### config.mk
export PLATFORM = sky130hd
export DESIGN_NAME = dispatch_ctrl
export DESIGN_NICKNAME = d
export VERILOG_FILES = /design/src/rtl/dispatch_ctrl_pkg.sv /design/src/rtl/dispatch_ctrl.sv
export SDC_FILE = /design/constraint.sdc
export NUM_CORES = 1
export LEC_CHECK = 0
export ABC_AREA = 1
export BUFFER_PORTS_ARGS = -buffer_cell sky130_fd_sc_hd__buf_4
export CORE_UTILIZATION = 43
export DETAILED_ROUTE_END_ITERATION = 10
export MAX_ROUTING_LAYER = met4
export PLACE_DENSITY_LB_ADDON = 0.12
export RECOVER_POWER = 100
export SLEW_MARGIN = 20
export SYNTH_ARGS = -nofsm -noshare
export SYNTH_HDL_FRONTEND = slang
export SYNTH_SLANG_ARGS = --single-unit
### constraint.sdc
create_clock -name clk -period 1.35 [get_ports clk]
set_clock_uncertainty 0.1 [all_clocks]
set_input_delay 0.0675 -clock clk [delete_from_list [all_inputs] [get_ports clk]]
set_output_delay 0.0675 -clock clk [all_outputs]
set_load 0.05 [all_outputs]
### src/rtl/dispatch_ctrl_pkg.sv
// Shared widths, opcode constants, FSM/class encodings and the issue payload for dispatch_ctrl.
package dispatch_ctrl_pkg;

  localparam int unsigned TAG_W   = 4;
  localparam int unsigned PC_W    = 32;
  localparam int unsigned INSTR_W = 32;
  localparam int unsigned OP_W    = 7;
  localparam int unsigned REG_W   = 5;

  localparam logic [OP_W-1:0] OP_LOAD   = 7'b0000011;
  localparam logic [OP_W-1:0] OP_STORE  = 7'b0100011;
  localparam logic [OP_W-1:0] OP_LUI    = 7'b0110111;
  localparam logic [OP_W-1:0] OP_AUIPC  = 7'b0010111;
  localparam logic [OP_W-1:0] OP_JAL    = 7'b1101111;
  localparam logic [OP_W-1:0] OP_JALR   = 7'b1100111;
  localparam logic [OP_W-1:0] OP_BRANCH = 7'b1100011;
  localparam logic [OP_W-1:0] OP_IMM    = 7'b0010011;
  localparam logic [OP_W-1:0] OP_REG    = 7'b0110011;

  typedef enum logic [1:0] {
    ST_IDLE   = 2'd0,
    ST_DECODE = 2'd1,
    ST_ISSUE  = 2'd2
  } state_e;

  typedef enum logic [1:0] {
    CLS_ILL = 2'd0,
    CLS_RS  = 2'd1,
    CLS_LSB = 2'd2
  } cls_e;

  typedef struct packed {
    logic [OP_W-1:0]    op;
    logic [2:0]         funct3;
    logic               funct7b5;
    logic [PC_W-1:0]    pc;
    logic [REG_W-1:0]   rd;
    logic [REG_W-1:0]   rs1;
    logic [REG_W-1:0]   rs2;
    logic [INSTR_W-1:0] imm;
  } issue_t;

  // Back-end destination of an opcode; anything unrecognised is illegal.
  function automatic cls_e classify(input logic [OP_W-1:0] op);
    case (op)
      OP_LOAD, OP_STORE: return CLS_LSB;
      OP_LUI, OP_AUIPC, OP_JAL, OP_JALR,
      OP_BRANCH, OP_IMM, OP_REG: return CLS_RS;
      default: return CLS_ILL;
    endcase
  endfunction

endpackage

### src/rtl/dispatch_ctrl.sv
// Dispatch sequencer: pops the instruction queue, holds the decoder input, registers the
// decoded fields and issues with a ROB tag to the RS or the LSB.
module dispatch_ctrl
  import dispatch_ctrl_pkg::*;
(
  input  logic               clk,
  input  logic               rst_n,
  input  logic               flush,
  input  logic               iq_empty,
  input  logic [INSTR_W-1:0] iq_instr,
  input  logic [PC_W-1:0]    iq_pc,
  output logic               iq_pop,
  output logic [INSTR_W-1:0] dc_instr,
  output logic [PC_W-1:0]    dc_pc,
  input  logic [REG_W-1:0]   dc_rd,
  input  logic [REG_W-1:0]   dc_rs1,
  input  logic [REG_W-1:0]   dc_rs2,
  input  logic [INSTR_W-1:0] dc_imm,
  input  logic               rob_ready,
  input  logic               rs_ready,
  input  logic               lsb_ready,
  output logic               rob_valid,
  output logic               rs_valid,
  output logic               lsb_valid,
  output logic [OP_W-1:0]    is_op,
  output logic [2:0]         is_funct3,
  output logic               is_funct7b5,
  output logic [PC_W-1:0]    is_pc,
  output logic [REG_W-1:0]   is_rd,
  output logic [REG_W-1:0]   is_rs1,
  output logic [REG_W-1:0]   is_rs2,
  output logic [INSTR_W-1:0] is_imm,
  output logic [TAG_W-1:0]   is_tag,
  output logic               illegal
);

  state_e           state_q, state_d;
  cls_e             cls_q;
  issue_t           iss_q;
  logic [TAG_W-1:0] tag_q;
  logic             load_dc, load_is, tag_inc, adv, tgt_ready;

  always_ff @(posedge clk or negedge rst_n) begin
    if (!rst_n) state_q <= ST_IDLE;
    else        state_q <= state_d;
  end

  // Next state, handshakes and datapath load enables; flush overrides everything.
  always_comb begin
    state_d   = state_q;
    iq_pop    = 1'b0;
    rob_valid = 1'b0;
    rs_valid  = 1'b0;
    lsb_valid = 1'b0;
    illegal   = 1'b0;
    load_dc   = 1'b0;
    load_is   = 1'b0;
    tag_inc   = 1'b0;
    adv       = 1'b0;
    tgt_ready = (cls_q == CLS_LSB) ? lsb_ready : rs_ready;
    case (state_q)
      ST_IDLE: begin
        if (!flush && !iq_empty) begin
          iq_pop  = 1'b1;
          load_dc = 1'b1;
          state_d = ST_DECODE;
        end
      end
      ST_DECODE: begin
        if (!flush) begin
          load_is = 1'b1;
          state_d = ST_ISSUE;
        end
      end
      ST_ISSUE: begin
        if (!flush) begin
          // Illegal opcodes retire on their own without touching the back end or the tag.
          if (cls_q == CLS_ILL) begin
            illegal = 1'b1;
            adv     = 1'b1;
          end else begin
            rob_valid = 1'b1;
            rs_valid  = (cls_q == CLS_RS);
            lsb_valid = (cls_q == CLS_LSB);
            adv       = rob_ready & tgt_ready;
            tag_inc   = adv;
          end
          if (adv) begin
            if (!iq_empty) begin
              iq_pop  = 1'b1;
              load_dc = 1'b1;
              state_d = ST_DECODE;
            end else begin
              state_d = ST_IDLE;
            end
          end
        end
      end
      default: state_d = ST_IDLE;
    endcase
    if (flush) state_d = ST_IDLE;
  end

  always_ff @(posedge clk or negedge rst_n) begin
    if (!rst_n) begin
      dc_instr <= '0;
      dc_pc    <= '0;
      iss_q    <= '0;
      cls_q    <= CLS_ILL;
      tag_q    <= '0;
    end else begin
      if (load_dc) begin
        dc_instr <= iq_instr;
        dc_pc    <= iq_pc;
      end
      if (load_is) begin
        iss_q <= '{op:       dc_instr[6:0],
                   funct3:   dc_instr[14:12],
                   funct7b5: dc_instr[30],
                   pc:       dc_pc,
                   rd:       dc_rd,
                   rs1:      dc_rs1,
                   rs2:      dc_rs2,
                   imm:      dc_imm};
        cls_q <= classify(dc_instr[6:0]);
      end
      if (flush)        tag_q <= '0;
      else if (tag_inc) tag_q <= tag_q + TAG_W'(1);
    end
  end

  assign is_op       = iss_q.op;
  assign is_funct3   = iss_q.funct3;
  assign is_funct7b5 = iss_q.funct7b5;
  assign is_pc       = iss_q.pc;
  assign is_rd       = iss_q.rd;
  assign is_rs1      = iss_q.rs1;
  assign is_rs2      = iss_q.rs2;
  assign is_imm      = iss_q.imm;
  assign is_tag      = tag_q;

endmodule
==> results of run 1 <==
==> cell usage in the layout, fill, tap and decap left out, drive strengths merged <==
master / netlist / final
a211oi: 1 / 1
buf: 36 / 258
bufbuf: 0 / 1
bufinv: 0 / 4
clkbuf: 5 / 134
clkinv: 0 / 5
clkinvlp: 0 / 4
dfrtp: 162 / 162
dlygate4sd3: 0 / 114
ha: 1 / 1
inv: 15 / 14
nand2: 417 / 417
nand3: 75 / 75
nand4: 4 / 4
nor2: 5 / 5
nor3: 3 / 3
nor4: 2 / 2
o21ai: 5 / 5
o21bai: 1 / 1
xor2: 1 / 1
==> worst register-to-register path, stage by stage (launching register included) <==
cell and delay (ns):
sky130_fd_sc_hd__dfrtp_1 0.42, sky130_fd_sc_hd__inv_2 0.13, sky130_fd_sc_hd__nand2_2 0.09, sky130_fd_sc_hd__nand2_2 0.09, sky130_fd_sc_hd__nand3_2 0.11, sky130_fd_sc_hd__nand2_4 0.12
sky130_fd_sc_hd__nand2_4 0.06, sky130_fd_sc_hd__buf_12 0.13, sky130_fd_sc_hd__buf_4 0.15, sky130_fd_sc_hd__buf_12 0.14, sky130_fd_sc_hd__buf_12 0.14, sky130_fd_sc_hd__nand2_2 0.06
sky130_fd_sc_hd__nand2_1 0.06
==> cells by family after synthesis <==
family          count (synthesis)  synth area share (%)
buf+inv                        56                  4.66
compound gates                  7                 0.619
flops                         162                  62.6
fa+ha+maj                       1                 0.193
xor+xnor                        1                 0.135
simple gates                  506                  31.7
==> routing by layer <==
layer	up-vias	GRT usage, %	wire, µm
met5	-	-	0
met4	0	14.7	1450
met3	126	7.52	2100
met2	425	56.5	15200
met1	3634	36.6	10600
li1	3229	-	-
==> state kept, by name, summed over array words and instances, names as in the netlist <==
signal	count
dc_instr	32
dc_pc	32
is_imm	32
is_pc	32
is_op	7
is_rd	5
is_rs1	5
is_rs2	5
is_tag	4
is_funct3	3
cls_q	2
state_q	2
is_funct7b5	1
==> final cells by class <==
cell class / instances / area (µm²)
clock buffer: 22 / 474
clock inverter: 10 / 155
fill: 751 / 2120
inverter: 15 / 86.3
multi-input combinational: 515 / 2970
sequential: 162 / 4060
tap: 184 / 230
timing repair buffer: 485 / 4470
timing repair inverter: 2 / 27.5
==> power breakdown <==
group	total (W)	internal, W	switching [W]
Clock	0.00522	0.00323	0.00199
Combinational	0.00759	0.00224	0.00536
Sequential	0.00677	0.00582	0.000955
==> per-stage QoR <==
step / hold WS [ns] / cell area, µm² / total power, W
finish: 0.0123 / 12500 / 0.0196
global route: 0.0232 / 12500 / 0.0202
CTS: 0.00872 / 12100 / 0.0192
detailed placement: -0.123 / 9120 / 0.0133
global placement: -0.120 / 9120 / 0.0132
floorplan: -0.328 / 6510 / 0.0108
==> synth_stat cells, drive strengths merged <==
library cell / count / area, µm²
ha: 1 / 12.5
clkbuf: 5 / 18.8
nand3: 75 / 380
o21ai: 5 / 25.0
nor2: 5 / 21.3
xor2: 1 / 8.76
inv: 15 / 56.3
nor4: 2 / 12.5
buf: 36 / 226
nand4: 4 / 25.0
nand2: 417 / 1600
o21bai: 1 / 7.51
dfrtp: 162 / 4050
nor3: 3 / 15.0
a211oi: 1 / 7.51
==> final timing paths <==
path / start / end / slack [ns] / cells after the start
hold reg to reg: dc_instr[9]$_DFFE_PN0P_ / dc_instr[9]$_DFFE_PN0P_ / 0.38 / 2
min in group asynchronous: rst_n / is_imm[11]$_DFFE_PN0P_ / 0.16 / 2
setup / recovery: cls_q[0]$_DFFE_PN0P_ / iq_pop / -0.59 / 9
hold / removal: iq_empty / dc_instr[5]$_DFFE_PN0P_ / 0.01 / 5
setup reg to reg: cls_q[0]$_DFFE_PN0P_ / dc_instr[23]$_DFFE_PN0P_ / -0.57 / 12
max in group asynchronous: rst_n / is_tag[0]$_DFFE_PN0P_ / 0.15 / 3
==> what timing repair did <==
action	4_1_cts	5_1_grt
hold endpoints to repair	277	0
cloned	16	10
hold buffers	114	0
buffers inserted	25	10
resized for setup	165	169
setup endpoints to repair	163	168
pin swaps	59	45
==> reports/summary.log, run 1 <==
INFO  status         outcome=complete, but fails checks
INFO  status         violations=design-rule violations, negative setup slack
INFO  timing         fin_tns_setup=-57.58ns
INFO  clock_network  clock_tree.htree_level_count=4
INFO  timing         slew_headroom=47.2%
INFO  floorplanning  floorplan.core_area=14,600µm²
INFO  critical_path  critPathMaxStageDelay=0.42ns
INFO  clock_network  tritoncts_num_sinks=162
INFO  power_and_ir_drop power.density_cell_area=1570nW/µm²
INFO  critical_path  worst-endpoint-required=1.18ns
INFO  critical_path  path_max_fanout=4
INFO  critical_path  critPathSlowestCell=sky130_fd_sc_hd__dfrtp_1
INFO  grt            vias_in_the_first_global_route=7,481
INFO  floorplanning  dieArea=15,500µm²
INFO  synth          number_of_distinct_library_cells_after_synthesis=21
INFO  timing         grt_setup_unrepaired=true
INFO  route          postRouteWirelength=29.3mm
INFO  synth          ys_seq_elements=162
INFO  critical_path  critical_path_class=flop to output port
INFO  grt            global_route.overflow_total=0
INFO  layout         final_net_count=1,317
INFO  timing         report.final.hold_viol_count=0
INFO  route          dr.pass1.iters=9
INFO  route          dr_total_vias=7,414
INFO  placed_design  dpl.cell_count=1,196
INFO  grt            wire_length_of_the_first_global_routing_pass=38.8mm
INFO  route          postRouteAntennaNets=0
INFO  placed_design  place.gp.congestion=0.800
INFO  floorplanning  ioPinCount=281
INFO  power_and_ir_drop ir_drop=0.000940V
INFO  power_and_ir_drop power_leakage=6.58nW
INFO  timing         setup_violations=170
INFO  timing         timing.final.max_slew_violations=0
INFO  floorplanning  die_y=125µm
INFO  clock_network  path_clk_slew=0.06ns
INFO  layout         utilization=85.5%
INFO  synth          yosysWarningCount=0
INFO  layout         syn2layout_area_growth=92.7%
INFO  grt            gr-usage-all-layers=33.0%
INFO  route          drt_drc_violations_left=2
INFO  critical_path  crit_family=buffers and inverters
INFO  job            max_cap_violations=0
INFO  timing         setup_slack=-0.594ns
INFO  placed_design  half_perimeter_wire_length_after_detailed_placement=12.6mm
INFO  critical_path  worst_setup_path_end_kind=output port
INFO  synth          syn_nets=852
INFO  critical_path  cp.arrival=1.78ns
INFO  layout         layout-drive-gt1-share=52.2%
INFO  route          post_drt_wl_per_cell=21.0µm
INFO  grt            antenna_found_initial=0
INFO  clock_network  clk_latency=0.43ns
INFO  grt            grt_start_max_net_pins=39
INFO  synth          postSynthAreaPerCell=8.83µm²
INFO  timing         final_min_period_over_clock_period=144%
INFO  timing         final.min_clock_period=1.94ns
INFO  floorplanning  floorplan.die.width=125µm
INFO  placed_design  buffer_ports.inserted=280
INFO  floorplanning  floorplan.rows=44
INFO  synth          post_synth_instance_area=6470µm²
INFO  floorplanning  initial_utilization=44.4%
INFO  critical_path  timing.critical_path.buf_inv=4
INFO  route          post_dr_vias_cell=5.31
INFO  synth          postSynthCellCount=733
INFO  clock_network  clockBufferDepth=2
INFO  clock_network  cts_tree=built
INFO  critical_path  setup.worst_path.start_class=flop
INFO  placed_design  pre_cts_slack=-0.224ns
INFO  clock_network  total_clock_buffers_created_by_cts=17
INFO  critical_path  crit_path_cell_trace=inv_2 > nand2_2 > nand2_2 > nand3_2 > nand2_4 > nand2_4 > buf_12 > clkinvlp_4 > buf_8
INFO  clock_network  cell_at_the_root_of_the_clock_tree=sky130_fd_sc_hd__clkbuf_16
INFO  timing         timing_worst_slew_pin_value=0.792ns
INFO  layout         antenna-diode-count=0
INFO  route          first_iter_violations=463
INFO  timing         fmax=0.514GHz
INFO  layout         final_cells=1,395
INFO  synth          ys_seq_area_share=62.6%
INFO  worst_hold_path hp-class=input port to flop
Power figures use the tool's default switching activity.
==> run 2: changes to the inputs <==
--- a/config.mk
+++ b/config.mk
@@ -7,7 +7,7 @@
 export LEC_CHECK = 0
 export ABC_AREA = 1
 export BUFFER_PORTS_ARGS = -buffer_cell sky130_fd_sc_hd__buf_4
-export CORE_UTILIZATION = 43
+export CORE_UTILIZATION = 51
 export DETAILED_ROUTE_END_ITERATION = 10
 export MAX_ROUTING_LAYER = met4
 export PLACE_DENSITY_LB_ADDON = 0.12
==> constraint.sdc (replaced) <==
create_clock -name clk -period 2.45 [get_ports clk]
set_clock_uncertainty 0.1 [all_clocks]
set_input_delay 0.1225 -clock clk [delete_from_list [all_inputs] [get_ports clk]]
set_output_delay 0.1225 -clock clk [all_outputs]
set_load 0.05 [all_outputs]
==> run 2 against run 1 <==
Effect of this change: the run ends with max-capacitance violations, max-slew violations left; die area fell by 15%; largest power group is now sequential cells; final area fell by 21%; total power fell by 49%; highest routed layer unchanged; hold slack improved by 0.078 ns.
==> reports/summary.log, run 2 (synthesis results as in run 1) <==
INFO  placed_design  buffer_ports.inserted=280 [unchanged]
INFO  layout         layout_common_cells=sky130_fd_sc_hd__nand2_1 (405), sky130_fd_sc_hd__clkbuf_1 (167), sky130_fd_sc_hd__dfrtp_1 (162) [was sky130_fd_sc_hd__nand2_1 (217), sky130_fd_sc_hd__dfrtp_1 (159), sky130_fd_sc_hd__nand2_2 (150)]
INFO  critical_path  cp.arrival=1.99ns [was 1.78 ns]
INFO  critical_path  timing.critical_path.buf_inv=3 [was 4]
INFO  grt            global_route.peak_usage_layer=met2 [unchanged]
INFO  timing         final.min_clock_period=2.21ns
INFO  power_and_ir_drop clock_power_share=29.7% [was 26.7%]
INFO  clock_network  clk_latency=0.41ns [was 0.43 ns]
INFO  power_and_ir_drop netSwitchingFraction=41.5% [was 42.4%]
INFO  floorplanning  floorplan.core_area=12,200µm² [was 14,600 µm²]
INFO  grt            use_met2=59.0% [was 56.5%]
INFO  clock_network  clockBufferDepth=2 [unchanged]
INFO  power_and_ir_drop p_sw=0.00412W [was 0.00830 W]
INFO  critical_path  crit_path_cell_trace=inv_1 > nand2_2 > nand2_1 > nand3_2 > nand2_1 > nand2_2 > inv_1 > buf_4 [was inv_2 > nand2_2 > nand2_2 > nand3_2 > nand2_4 > nand2_4 > buf_12 > clkinvlp_4 > buf_8]
INFO  grt            wire_length_of_the_first_global_routing_pass=33.8mm [was 38.8 mm]
INFO  critical_path  critPathSlowestCell=sky130_fd_sc_hd__dfrtp_1 [unchanged]
INFO  power_and_ir_drop ir_drop=0.000588V [was 0.000940 V]
INFO  floorplanning  floorplan.rows=40 [was 44]
INFO  grt            grt_util_met3=9.53% [was 7.52%]
INFO  critical_path  crit_family=simple AND/OR/NAND/NOR gates [was buffers and inverters]
INFO  placed_design  pre_cts_slack=0.619ns [was -0.224 ns]
INFO  floorplanning  floorplan.die.width=115µm [was 125 µm]
INFO  floorplanning  dieArea=13,100µm² [was 15,500 µm²]
INFO  clock_network  ctsResizeCount=0 [was 165]
INFO  clock_network  path_clk_slew=0.06ns [about the same]
INFO  timing         setup_violations=0 [was 170]
INFO  status         violations=max-capacitance violations, max-slew violations [was design-rule violations, negative setup slack]
INFO  route          postRouteAntennaNets=0 [unchanged]
INFO  timing         grt_setup_unrepaired=false [was true]
INFO  timing         timing_worst_slew_pin_value=1.55ns [was 0.792 ns]
INFO  grt            antenna_found_initial=0 [unchanged]
INFO  critical_path  worst_setup_path_end_kind=output port [unchanged]
INFO  grt            gr-usage-all-layers=35.3% [was 33.0%]
INFO  route          post_dr_vias_cell=5.10 [was 5.31]
INFO  route          dr_total_vias=6,623 [was 7,414]
INFO  power_and_ir_drop power.density_cell_area=1010nW/µm² [was 1570 nW/µm²]
INFO  layout         utilization=80.8% [was 85.5%]
INFO  critical_path  critPathMaxStageDelay=0.41ns [was 0.42 ns]
INFO  critical_path  worst-endpoint-required=2.23ns [was 1.18 ns]
INFO  job            max_cap_violations=1 [was 0]
INFO  clock_network  total_clock_buffers_created_by_cts=17 [unchanged]
INFO  timing         setup_slack=0.240ns [was -0.594 ns]
INFO  route          dr.pass1.iters=5 [was 9]
INFO  timing         fin_tns_setup=0ns [was -57.58 ns]
INFO  timing         fmax=0.452GHz
INFO  clock_network  clock_tree.htree_level_count=4 [unchanged]
INFO  floorplanning  ioPinCount=281 [unchanged]
INFO  timing         slew_headroom=-3.02% [was 47.2%]
INFO  placed_design  place.gp.congestion=0.815 [was 0.800]
INFO  layout         final_common_cell=sky130_fd_sc_hd__nand2_1 [unchanged]
INFO  grt            vias_in_the_first_global_route=6,792 [was 7,481]
INFO  worst_hold_path hp-class=input port to flop [unchanged]
INFO  timing         whs=0.0903ns [was 0.0123 ns]
INFO  clock_network  tritoncts_num_sinks=162 [unchanged]
INFO  floorplanning  die_y=115µm [was 125 µm]
INFO  power_and_ir_drop cell_internal_pwr=0.00580W [was 0.0113 W]
INFO  grt            global_route.overflow_total=0 [unchanged]
INFO  critical_path  critical_path_class=flop to output port [unchanged]
INFO  route          drt_drc_violations_left=0 [was 2]
INFO  route          first_iter_violations=514 [was 463]
INFO  placed_design  placed_area=8700µm² [was 9120 µm²]
INFO  layout         post-route-cell-area=9870µm² [was 12,500 µm²]
INFO  timing         report.final.hold_viol_count=0 [unchanged]
INFO  power_and_ir_drop power_leakage=5.15nW [was 6.58 nW]
INFO  clock_network  cell_at_the_root_of_the_clock_tree=sky130_fd_sc_hd__clkbuf_16 [unchanged]
INFO  power_and_ir_drop combinationalPowerShare=34.3% [was 38.8%]
INFO  status         outcome=complete, but fails checks [unchanged]
INFO  power_and_ir_drop fraction_of_power_consumed_by_sequential_logic=36.0% [was 34.6%]
INFO  grt            grt_start_max_net_pins=93 [was 39]
INFO  placed_design  half_perimeter_wire_length_after_detailed_placement=12.1mm [was 12.6 mm]
INFO  route          post_drt_wl_per_cell=16.8µm [was 21.0 µm]
INFO  layout         layout-drive-gt1-share=15.1% [was 52.2%]
INFO  critical_path  ff2ff_setup_slack=0.32ns [was -0.57 ns]
INFO  clock_network  cts_tree=built [unchanged]
INFO  timing         final_min_period_over_clock_period=90.2%
INFO  clock_network  ctsHoldBuffers=115 [was 114]
INFO  critical_path  setup.worst_path.start_class=flop [unchanged]
INFO  grt            met1_usage=36.9% [was 36.6%]
INFO  clock_network  postCtsSetupRepairBufs=0 [was 25]
INFO  route          postRouteWirelength=21.8mm [was 29.3 mm]
INFO  layout         final_net_count=1,236 [was 1,317]
INFO  floorplanning  initial_utilization=53.0% [was 44.4%]
INFO  critical_path  path_max_fanout=13 [was 4]
INFO  timing         timing.final.max_slew_violations=59 [was 0]
INFO  layout         syn2layout_area_growth=52.5% [was 92.7%]
## run 2: path summary, 6_finish.rpt
kind                            depth (start not counted)              startpoint                       end
max in group asynchronous                               3                   rst_n   dc_instr[5]$_DFFE_PN0P_
worst max register to register                          6  state_q[1]$_DFFE_PN0P_      cls_q[0]$_DFFE_PN0P_
min in group asynchronous                               2                   rst_n  dc_instr[20]$_DFFE_PN0P_
worst min register to register                          2   is_pc[18]$_DFFE_PN0P_     is_pc[18]$_DFFE_PN0P_
worst min-delay path                                    7                rs_ready     is_tag[0]$_DFFE_PN0P_
worst max-delay path                                    8    cls_q[0]$_DFFE_PN0P_                    iq_pop
## run 2: layout make-up
class	instances	area, µm²
multi-input cells	515	2120
clock buffers	24	492
fillers	855	2340
clock inverters	8	173
diodes	1	2.50
repair buffers	406	2770
well taps	168	210
inverters	15	56.3
flip-flops and latches	162	4050
## run 2: metal layers
| layer | share of wire [%] | up-vias |
|---|---|---|
| met5 | 0 | - |
| met3 | 7.9 | 101 |
| met4 | 5.4 | 0 |
| li1 | - | 3046 |
| met1 | 36 | 3140 |
| met2 | 51 | 336 |
## run 2: tightest hold or removal path: stages
cell and delay [ns]:
sky130_fd_sc_hd__buf_4 0.11, sky130_fd_sc_hd__inv_1 0.04, sky130_fd_sc_hd__nand2_1 0.07, sky130_fd_sc_hd__inv_1 0.06, sky130_fd_sc_hd__nor2_1 0.05, sky130_fd_sc_hd__nand4_1 0.06
sky130_fd_sc_hd__nand2_1 0.05
## run 2: metrics by stage
stage / total power, W / std cells
floorplan: 0.00592 / 733
global placement: 0.00718 / 1151
detailed placement: 0.00724 / 1151
CTS: 0.0103 / 1298
global route: 0.0103 / 1298
finish: 0.00993 / 1299
## run 2: power by group through the flow
stage	Sequential [W]	Combinational (W)	Clock, W
2_1_floorplan	0.00540	0.000519	0
3_3_place_gp	0.00357	0.00362	0
3_5_place_dp	0.00358	0.00366	0
4_1_cts	0.00355	0.00381	0.00297
5_1_grt	0.00363	0.00359	0.00309
6_report	0.00357	0.00341	0.00295
